<file path="config.mk">
export PLATFORM = sky130hd
export DESIGN_NAME = psum_accum
export DESIGN_NICKNAME = d
export VERILOG_FILES = /design/src/rtl/psum_accum.sv
export SDC_FILE = /design/constraint.sdc
export NUM_CORES = 1
export LEC_CHECK = 0
export ABC_AREA = 0
export BUFFER_PORTS_ARGS = -buffer_cell sky130_fd_sc_hd__buf_2
export CAP_MARGIN = 20
export CORE_MARGIN = 5
export CORE_UTILIZATION = 49
export DETAILED_ROUTE_END_ITERATION = 10
export PLACE_DENSITY_LB_ADDON = 0.25
export SYNTH_ARGS = -nofsm -noshare
export SYNTH_HDL_FRONTEND = slang
export SYNTH_SLANG_ARGS = --single-unit
</file>
<file path="constraint.sdc">
create_clock -name i_clk -period 3.5 [get_ports i_clk]
set_input_delay 0 -clock i_clk [delete_from_list [all_inputs] [get_ports i_clk]]
set_output_delay 0 -clock i_clk [all_outputs]
set_load 0.01 [all_outputs]
</file>
<file path="src/rtl/psum_accum.sv">
// Read-modify-write accumulator in front of the psum memory, with a range drain port.
// Define PSUM_SAT_EN to make accumulation saturate to the signed range instead of wrapping.
module psum_accum #(
   parameter int DATA_WIDTH = 16,
   parameter int ADDR_WIDTH = 8
) (
   input  logic                  i_clk,
   input  logic                  i_rst,
   input  logic                  i_valid,
   output logic                  o_ready,
   input  logic                  i_first,
   input  logic [ADDR_WIDTH-1:0] i_addr,
   input  logic [DATA_WIDTH-1:0] i_psum,
   output logic                  o_mem_rd_en,
   output logic [ADDR_WIDTH-1:0] o_mem_rd_addr,
   input  logic [DATA_WIDTH-1:0] i_mem_rd_data,
   output logic                  o_mem_wr_en,
   output logic [ADDR_WIDTH-1:0] o_mem_wr_addr,
   output logic [DATA_WIDTH-1:0] o_mem_wr_data,
   input  logic                  i_drain_start,
   input  logic [ADDR_WIDTH:0]   i_drain_len,
   output logic                  o_out_valid,
   output logic [DATA_WIDTH-1:0] o_out_data,
   input  logic                  i_out_ready,
   output logic                  o_busy,
   output logic                  o_drain_done
);

   typedef enum logic [2:0] {
      ST_IDLE      = 3'd0,
      ST_ACC       = 3'd1,
      ST_FLUSH     = 3'd2,
      ST_DRAIN_RD  = 3'd3,
      ST_DRAIN_OUT = 3'd4
   } state_t;

   state_t                  state_r;
   logic                    s1_valid_r;
   logic                    s1_first_r;
   logic [ADDR_WIDTH-1:0]   s1_addr_r;
   logic [DATA_WIDTH-1:0]   s1_psum_r;
   logic                    fwd_valid_r;
   logic [ADDR_WIDTH-1:0]   fwd_addr_r;
   logic [DATA_WIDTH-1:0]   fwd_data_r;
   logic [ADDR_WIDTH:0]     cnt_r;
   logic [ADDR_WIDTH:0]     len_r;
   logic                    out_valid_r;
   logic                    fresh_r;
   logic [DATA_WIDTH-1:0]   hold_r;
   logic                    done_r;

   logic                    in_ready_s;
   logic                    accept_s;
   logic [DATA_WIDTH-1:0]   operand_s;
   logic [DATA_WIDTH-1:0]   wr_data_s;
   logic [ADDR_WIDTH:0]     cnt_inc_s;

   function automatic logic [DATA_WIDTH-1:0] acc_add(input logic [DATA_WIDTH-1:0] a,
                                                     input logic [DATA_WIDTH-1:0] b);
      logic [DATA_WIDTH-1:0] sum;
      sum = a + b;
`ifdef PSUM_SAT_EN
      if ((a[DATA_WIDTH-1] == b[DATA_WIDTH-1]) && (sum[DATA_WIDTH-1] != a[DATA_WIDTH-1])) begin
         sum = a[DATA_WIDTH-1] ? {1'b1, {(DATA_WIDTH-1){1'b0}}} : {1'b0, {(DATA_WIDTH-1){1'b1}}};
      end
`endif
      return sum;
   endfunction

   // Input handshake, forwarding mux and memory port drive
   always_comb begin
      in_ready_s = ~i_rst & ((state_r == ST_IDLE) | (state_r == ST_ACC));
      accept_s   = i_valid & in_ready_s;
      cnt_inc_s  = cnt_r + {{ADDR_WIDTH{1'b0}}, 1'b1};
      // Memory is read-first, so a write one cycle back is not yet visible in the read data
      if (fwd_valid_r && (fwd_addr_r == s1_addr_r)) begin
         operand_s = fwd_data_r;
      end else begin
         operand_s = i_mem_rd_data;
      end
      if (s1_first_r) begin
         wr_data_s = s1_psum_r;
      end else begin
         wr_data_s = acc_add(operand_s, s1_psum_r);
      end
      if (state_r == ST_DRAIN_RD) begin
         o_mem_rd_en   = 1'b1;
         o_mem_rd_addr = cnt_r[ADDR_WIDTH-1:0];
      end else if (accept_s && !i_first) begin
         o_mem_rd_en   = 1'b1;
         o_mem_rd_addr = i_addr;
      end else begin
         o_mem_rd_en   = 1'b0;
         o_mem_rd_addr = {ADDR_WIDTH{1'b0}};
      end
      if (s1_valid_r) begin
         o_mem_wr_en   = 1'b1;
         o_mem_wr_addr = s1_addr_r;
         o_mem_wr_data = wr_data_s;
      end else begin
         o_mem_wr_en   = 1'b0;
         o_mem_wr_addr = {ADDR_WIDTH{1'b0}};
         o_mem_wr_data = {DATA_WIDTH{1'b0}};
      end
      o_out_data   = fresh_r ? i_mem_rd_data : hold_r;
      o_ready      = in_ready_s;
      o_out_valid  = out_valid_r;
      o_drain_done = done_r;
      o_busy       = (state_r != ST_IDLE) | s1_valid_r;
   end

   // S1 stage and the one-deep write history used for forwarding
   always_ff @(posedge i_clk or posedge i_rst) begin
      if (i_rst) begin
         s1_valid_r  <= 1'b0;
         s1_first_r  <= 1'b0;
         s1_addr_r   <= {ADDR_WIDTH{1'b0}};
         s1_psum_r   <= {DATA_WIDTH{1'b0}};
         fwd_valid_r <= 1'b0;
         fwd_addr_r  <= {ADDR_WIDTH{1'b0}};
         fwd_data_r  <= {DATA_WIDTH{1'b0}};
      end else begin
         s1_valid_r <= accept_s;
         if (accept_s) begin
            s1_first_r <= i_first;
            s1_addr_r  <= i_addr;
            s1_psum_r  <= i_psum;
         end
         fwd_valid_r <= s1_valid_r;
         fwd_addr_r  <= s1_addr_r;
         fwd_data_r  <= wr_data_s;
      end
   end

   // Control FSM with registered drain outputs
   always_ff @(posedge i_clk or posedge i_rst) begin
      if (i_rst) begin
         state_r     <= ST_IDLE;
         cnt_r       <= {(ADDR_WIDTH+1){1'b0}};
         len_r       <= {(ADDR_WIDTH+1){1'b0}};
         out_valid_r <= 1'b0;
         fresh_r     <= 1'b0;
         hold_r      <= {DATA_WIDTH{1'b0}};
         done_r      <= 1'b0;
      end else begin
         done_r  <= 1'b0;
         fresh_r <= 1'b0;
         if (fresh_r) begin
            hold_r <= i_mem_rd_data;
         end
         case (state_r)
            ST_IDLE: begin
               if (i_drain_start) begin
                  len_r <= i_drain_len;
                  cnt_r <= {(ADDR_WIDTH+1){1'b0}};
               end
               if (accept_s) begin
                  state_r <= i_drain_start ? ST_FLUSH : ST_ACC;
               end else if (i_drain_start) begin
                  if (i_drain_len == {(ADDR_WIDTH+1){1'b0}}) begin
                     done_r <= 1'b1;
                  end else begin
                     state_r <= ST_DRAIN_RD;
                  end
               end
            end
            ST_ACC: begin
               if (i_drain_start) begin
                  len_r   <= i_drain_len;
                  cnt_r   <= {(ADDR_WIDTH+1){1'b0}};
                  state_r <= ST_FLUSH;
               end else if (!accept_s && !s1_valid_r) begin
                  state_r <= ST_IDLE;
               end
            end
            // Input is blocked here, so S1 retires during this single cycle
            ST_FLUSH: begin
               if (len_r == {(ADDR_WIDTH+1){1'b0}}) begin
                  done_r  <= 1'b1;
                  state_r <= ST_IDLE;
               end else begin
                  state_r <= ST_DRAIN_RD;
               end
            end
            ST_DRAIN_RD: begin
               out_valid_r <= 1'b1;
               fresh_r     <= 1'b1;
               state_r     <= ST_DRAIN_OUT;
            end
            ST_DRAIN_OUT: begin
               if (i_out_ready) begin
                  out_valid_r <= 1'b0;
                  cnt_r       <= cnt_inc_s;
                  if (cnt_inc_s == len_r) begin
                     done_r  <= 1'b1;
                     state_r <= ST_IDLE;
                  end else begin
                     state_r <= ST_DRAIN_RD;
                  end
               end
            end
            default: begin
               state_r <= ST_IDLE;
            end
         endcase
      end
   end

endmodule

</file>
==> flow_results.org <==
** Yosys
- Counting flops with an async set or reset pin after synthesis yields a share of 100.0%.
- Top area cells in the synthesized netlist :: sky130_fd_sc_hd__dfrtp_1 (46%), sky130_fd_sc_hd__mux2_2 (15%), sky130_fd_sc_hd__ha_1 (4.8%)
- Counting every net in the synthesized netlist gives 538.
- Yosys printed 0 warnings.
- Seq/Total Area, Yosys :: around 46%
- Synth Cell Area :: ~5000 um2
- Per-instance average area after synthesis :: 10.74 um2
- Yosys top cell area share :: roughly 46%
- Instance count of the mapped netlist :: approximately 460
- In the post-synthesis netlist, the cell with the most instances is sky130_fd_sc_hd__dfrtp_1.
- Distinct cell type count after synthesis :: 48
- Number of synthesized flops with an enable pin :: 0
- FF+latch count, synth :: 91
- In the synthesized netlist the dominant register cell turns out to be sky130_fd_sc_hd__dfrtp_1.
- Cell taking the most area after synthesis :: sky130_fd_sc_hd__dfrtp_1
- By count the netlist is led by sky130_fd_sc_hd__dfrtp_1 (91), sky130_fd_sc_hd__mux2_2 (65), sky130_fd_sc_hd__nand2_1 (43), sky130_fd_sc_hd__o21ai_0 (26).

** Clocking
- The clock net in this run drives a total of a little over 90 sinks.
- Clock slew at reported path FFs :: 0.09 ns
- Maximum level of the CTS H-tree :: 3
- CTS tree :: done
- TritonCTS created 9 clock buffers.
- Clock tree buffer depth :: 2
- Clock Root Buffer :: sky130_fd_sc_hd__clkbuf_8
- Latest clock arrival within the worst-skew pair :: between 0.3 and 0.4 ns

** Pwr
- For this design the ratio of total power to cell area is around 790 nW/um2.
- In this run the power spent charging and discharging nets is about 2.1 mW.
- Worst IR Drop VDD :: around 0.34 mV
- Switching Fraction :: around two fifths
- Reported leakage power :: approximately 3.3 nW
- Sequential cells account for 35.0% of the total power.
- The share of total power dissipated in the clock network is a little over an eighth.
- Internal power comes to 3.445 mW.
- Proportion of power drawn by combinational gates :: 51.9%

** STA
- Final max-slew violation count :: 0
- Post-route setup slack :: -0.5668 ns
- The final critical path takes up 116.2% of the cycle.
- The clock arrives with around 0.005 ns of skew.
- The worst pin sits at a relative slew slack of 37.43%.
- Total Neg Setup Slack :: -4.003 ns
- Counting I/O delays and the setup requirement, the final critical path takes around 4 ns.
- Setup violations remaining at the end of the flow were counted as 13.
- Based on the critical path, the design can be clocked at up to 245.9 MHz.
- Transition at the pin with the smallest max-transition slack :: between 0.9 and 1 ns
- Setup repair after global routing could not meet its margin everywhere.
- The number of hold-slack violations in the final timing report is 0.

** Drt
- First-pass iteration count of the detailed router :: 4
- Routed length per placed instance :: between 15 and 20 um
- Post-route DRC violation count :: 0
- After the first detailed-routing iteration, the DRC count stood at 155.
- Using the TritonRoute via totals, the vias-per-cell ratio works out to 5.361.
- The final layout contains routed wiring with a total length of approximately 13 mm.
- Antenna-violating nets left :: 0
- The final route contains roughly 4.4k vias.

** Placed design
- Weighted congestion at the end of routability-driven global placement :: about 0.87
- The count of buffers added on input and output ports is ~110.
- Total placed cells including tap cells :: 729
- The HPWL after detailed placement is 9.123 mm.

** Global routing
- The via count of the first global-routing pass is between 4k and 5k.
- Total gr overflow :: 0
- Entering global routing, the biggest net connects 73 pins.
- Antenna violations before repair :: 0
- Wire length of the first global-routing pass :: between 20 and 25 mm
- Across every metal layer, demand over resource in global routing totals roughly 22%.

** Layout
- Multi-input gate area in the final layout :: roughly 2800 um2
- Share of post-route cells with drive strength above 1 :: about two fifths
- The repair_antennas step left the layout with diodes totalling 0.
- Filler instances :: slightly above 700
- Area taken by flip-flops and latches :: about 2300 um2
- Number of standard cells in the final layout excluding fillers :: approximately 820
- Final net count :: 756
- Growth of design area from synthesis to finish :: 41.95%

** Critical path
- The critical path is of the reg -> reg type.
- STA classifies the critical path startpoint as a register.
- Reg2reg end :: fwd_data_r[15]
- Counting cells, the worst reg-to-reg path comes to 20.
- Across all register-to-register paths, the minimum setup slack is -0.57 ns.
- Critical Path RT :: 3.80 ns
- Largest fanout on the critical path :: 5
- Setup crit end kind :: register
- Reg-to-reg critical path startpoint :: s1_addr_r[6]
- Worst EP arrival :: around 4.4 ns

** Die
- After floorplanning, the core was divided into 36 placement rows.
- Num ports :: between 100 and 150
- From left edge to right edge, the die measures 110.7 um.
- Once the floorplan was initialized, standard cells occupied around half of the core.
- The region available for standard cell placement spans just under 10,000 um2.
- The die is roughly 110 um tall.
- The die covers approximately 12,000 um2.

** Outcome
- The checks that failed: setup timing.
- Status :: finished with violations

** Worst hold path
- Path type of the worst min-delay path :: in -> async

** Flow run
- Across the run, the number of max-cap violations was 0.
-- kinds of logic (layout without fill, tap and decap cells) --
| kind of cell | Yosys count | after routing | synth area share, % |
|---|---|---|---|
| XOR/XNOR | 30 | 30 | 5.838 |
| AND/OR/NAND/NOR | 140 | 140 | 14.57 |
| adder cells (fa/ha/maj) | 20 | 20 | 5.184 |
| AO/OA/AOI/OAI | 84 | 84 | 10.92 |
| flip-flops | 91 | 91 | 45.80 |
| buffers and inverters | 30 | 253 | 2.265 |
| multiplexers | 68 | 68 | 15.43 |
-- state kept, by name (all words and copies together), names as in the netlist --
signal	count
fwd_data_r	16
hold_r	16
s1_psum_r	16
o_out_valid	1
len_r	9
s1_addr_r	8
s1_first_r	1
s1_valid_r	1
o_drain_done	1
fwd_addr_r	8
cnt_r	9
state_r	3
fresh_r	1
fwd_valid_r	1
-- power by group through the flow --
stage               clock network [mW]  registers (mW)  logic, mW
finish                           0.728            1.95       2.90
global route                     0.791            2.02       3.18
CTS                              0.750            1.95       2.71
detailed placement                   0            1.96       2.49
global placement                     0            1.94       2.41
floorplan                            0            1.77       1.75
-- cell type report --
cell class / instances / share of cell area [%]
Clock inverter: 6 / 0.9218
Sequential cell: 91 / 32.26
Multi-Input combinational cell: 342 / 39.02
Inverter: 9 / 0.5318
Tap cell: 133 / 2.358
Clock buffer: 10 / 1.950
Timing Repair Buffer: 228 / 22.96
-- cells in the final DEF (no fill, tap or decap), types with 5 or more instances in the layout --
cell,Yosys,routed
sky130_fd_sc_hd__dlygate4sd3_1,0,53
sky130_fd_sc_hd__nor4_1,7,7
sky130_fd_sc_hd__and3_1,9,8
sky130_fd_sc_hd__a21o_1,9,9
sky130_fd_sc_hd__nor2_1,18,17
sky130_fd_sc_hd__o21ai_0,26,23
sky130_fd_sc_hd__a21oi_2,0,5
sky130_fd_sc_hd__dfrtp_1,91,91
sky130_fd_sc_hd__and2_1,18,18
sky130_fd_sc_hd__nand2_1,43,42
sky130_fd_sc_hd__mux2_4,1,5
sky130_fd_sc_hd__a22o_1,8,8
sky130_fd_sc_hd__xor2_1,14,14
sky130_fd_sc_hd__nand3_1,17,17
sky130_fd_sc_hd__clkbuf_8,0,10
sky130_fd_sc_hd__mux2_2,65,61
sky130_fd_sc_hd__buf_2,0,108
sky130_fd_sc_hd__o31ai_1,8,7
sky130_fd_sc_hd__xnor2_1,14,14
sky130_fd_sc_hd__nor3_1,8,7
sky130_fd_sc_hd__buf_6,0,7
sky130_fd_sc_hd__buf_4,0,58
sky130_fd_sc_hd__a21oi_1,15,10
sky130_fd_sc_hd__ha_1,19,12
sky130_fd_sc_hd__inv_1,8,6
sky130_fd_sc_hd__ha_4,0,6
-- worst max-delay path by stage --
stage,start,endpoint,cells after the start,slack (ns)
2_1_floorplan,s1_addr_r[1],o_mem_wr_data[15],13,-0.09
3_3_place_gp,s1_addr_r[1],o_mem_wr_data[15],15,-0.22
3_5_place_dp,s1_addr_r[1],o_mem_wr_data[15],15,-0.27
4_1_cts,s1_addr_r[7],o_mem_wr_data[15],15,-0.52
5_1_grt,s1_addr_r[6],o_mem_wr_data[15],15,-0.75
6_report,s1_addr_r[6],fwd_data_r[15],20,-0.57
-- critical path, cell delays in order, from the launching register on --
cell and delay, ns:
sky130_fd_sc_hd__dfrtp_1 0.40, sky130_fd_sc_hd__xnor2_1 0.16, sky130_fd_sc_hd__nand4_1 0.16, sky130_fd_sc_hd__nor4_4 0.31, sky130_fd_sc_hd__buf_6 0.15, sky130_fd_sc_hd__buf_12 0.11
sky130_fd_sc_hd__mux2_2 0.36, sky130_fd_sc_hd__ha_4 0.22, sky130_fd_sc_hd__a21oi_2 0.16, sky130_fd_sc_hd__nand4b_1 0.17, sky130_fd_sc_hd__a211oi_2 0.08, sky130_fd_sc_hd__buf_4 0.15
sky130_fd_sc_hd__or3_4 0.33, sky130_fd_sc_hd__and3_4 0.18, sky130_fd_sc_hd__or4_4 0.45, sky130_fd_sc_hd__buf_6 0.14, sky130_fd_sc_hd__buf_6 0.10, sky130_fd_sc_hd__buf_6 0.10
sky130_fd_sc_hd__buf_6 0.10, sky130_fd_sc_hd__buf_6 0.10, sky130_fd_sc_hd__nand2_2 0.06
-- what timing repair did --
item | CTS | global route
endpoints found under the setup margin | 12 | 20
hold buffers | 53 | 0
pin swaps | 17 | 13
endpoints found under the hold margin | 71 | 0
gates resized for setup | 28 | 11
buffers inserted | 10 | 11
-- routing by layer --
| layer | global-route usage [%] | vias to the layer above | wire (um) |
|---|---|---|---|
| met1 | 27.99 | 2127 | 5658 |
| li1 | - | 2094 | - |
| met4 | 6.158 | 0 | 359 |
| met3 | 4.694 | 32 | 671 |
| met5 | 0 | - | 0 |
| met2 | 37.26 | 138 | 6801 |
-- metrics by stage --
stage / hold slack, ns / cell area [um2] / utilization, % / setup slack [ns] / total power [mW]
after floorplan: 0.04670 / 5021 / - / -0.09405 / 3.518
after global placement: 0.04046 / 5989 / 61.00 / -0.2212 / 4.349
after detailed placement: 0.04905 / 5989 / 61.00 / -0.2669 / 4.445
after CTS: 0.1943 / 6923 / 70.50 / -0.5210 / 5.404
after global routing: 0.2502 / 7058 / 71.88 / -0.7533 / 5.990
final: 0.2092 / 7058 / 71.88 / -0.5668 / 5.582
Power figures use the tool's default switching activity.
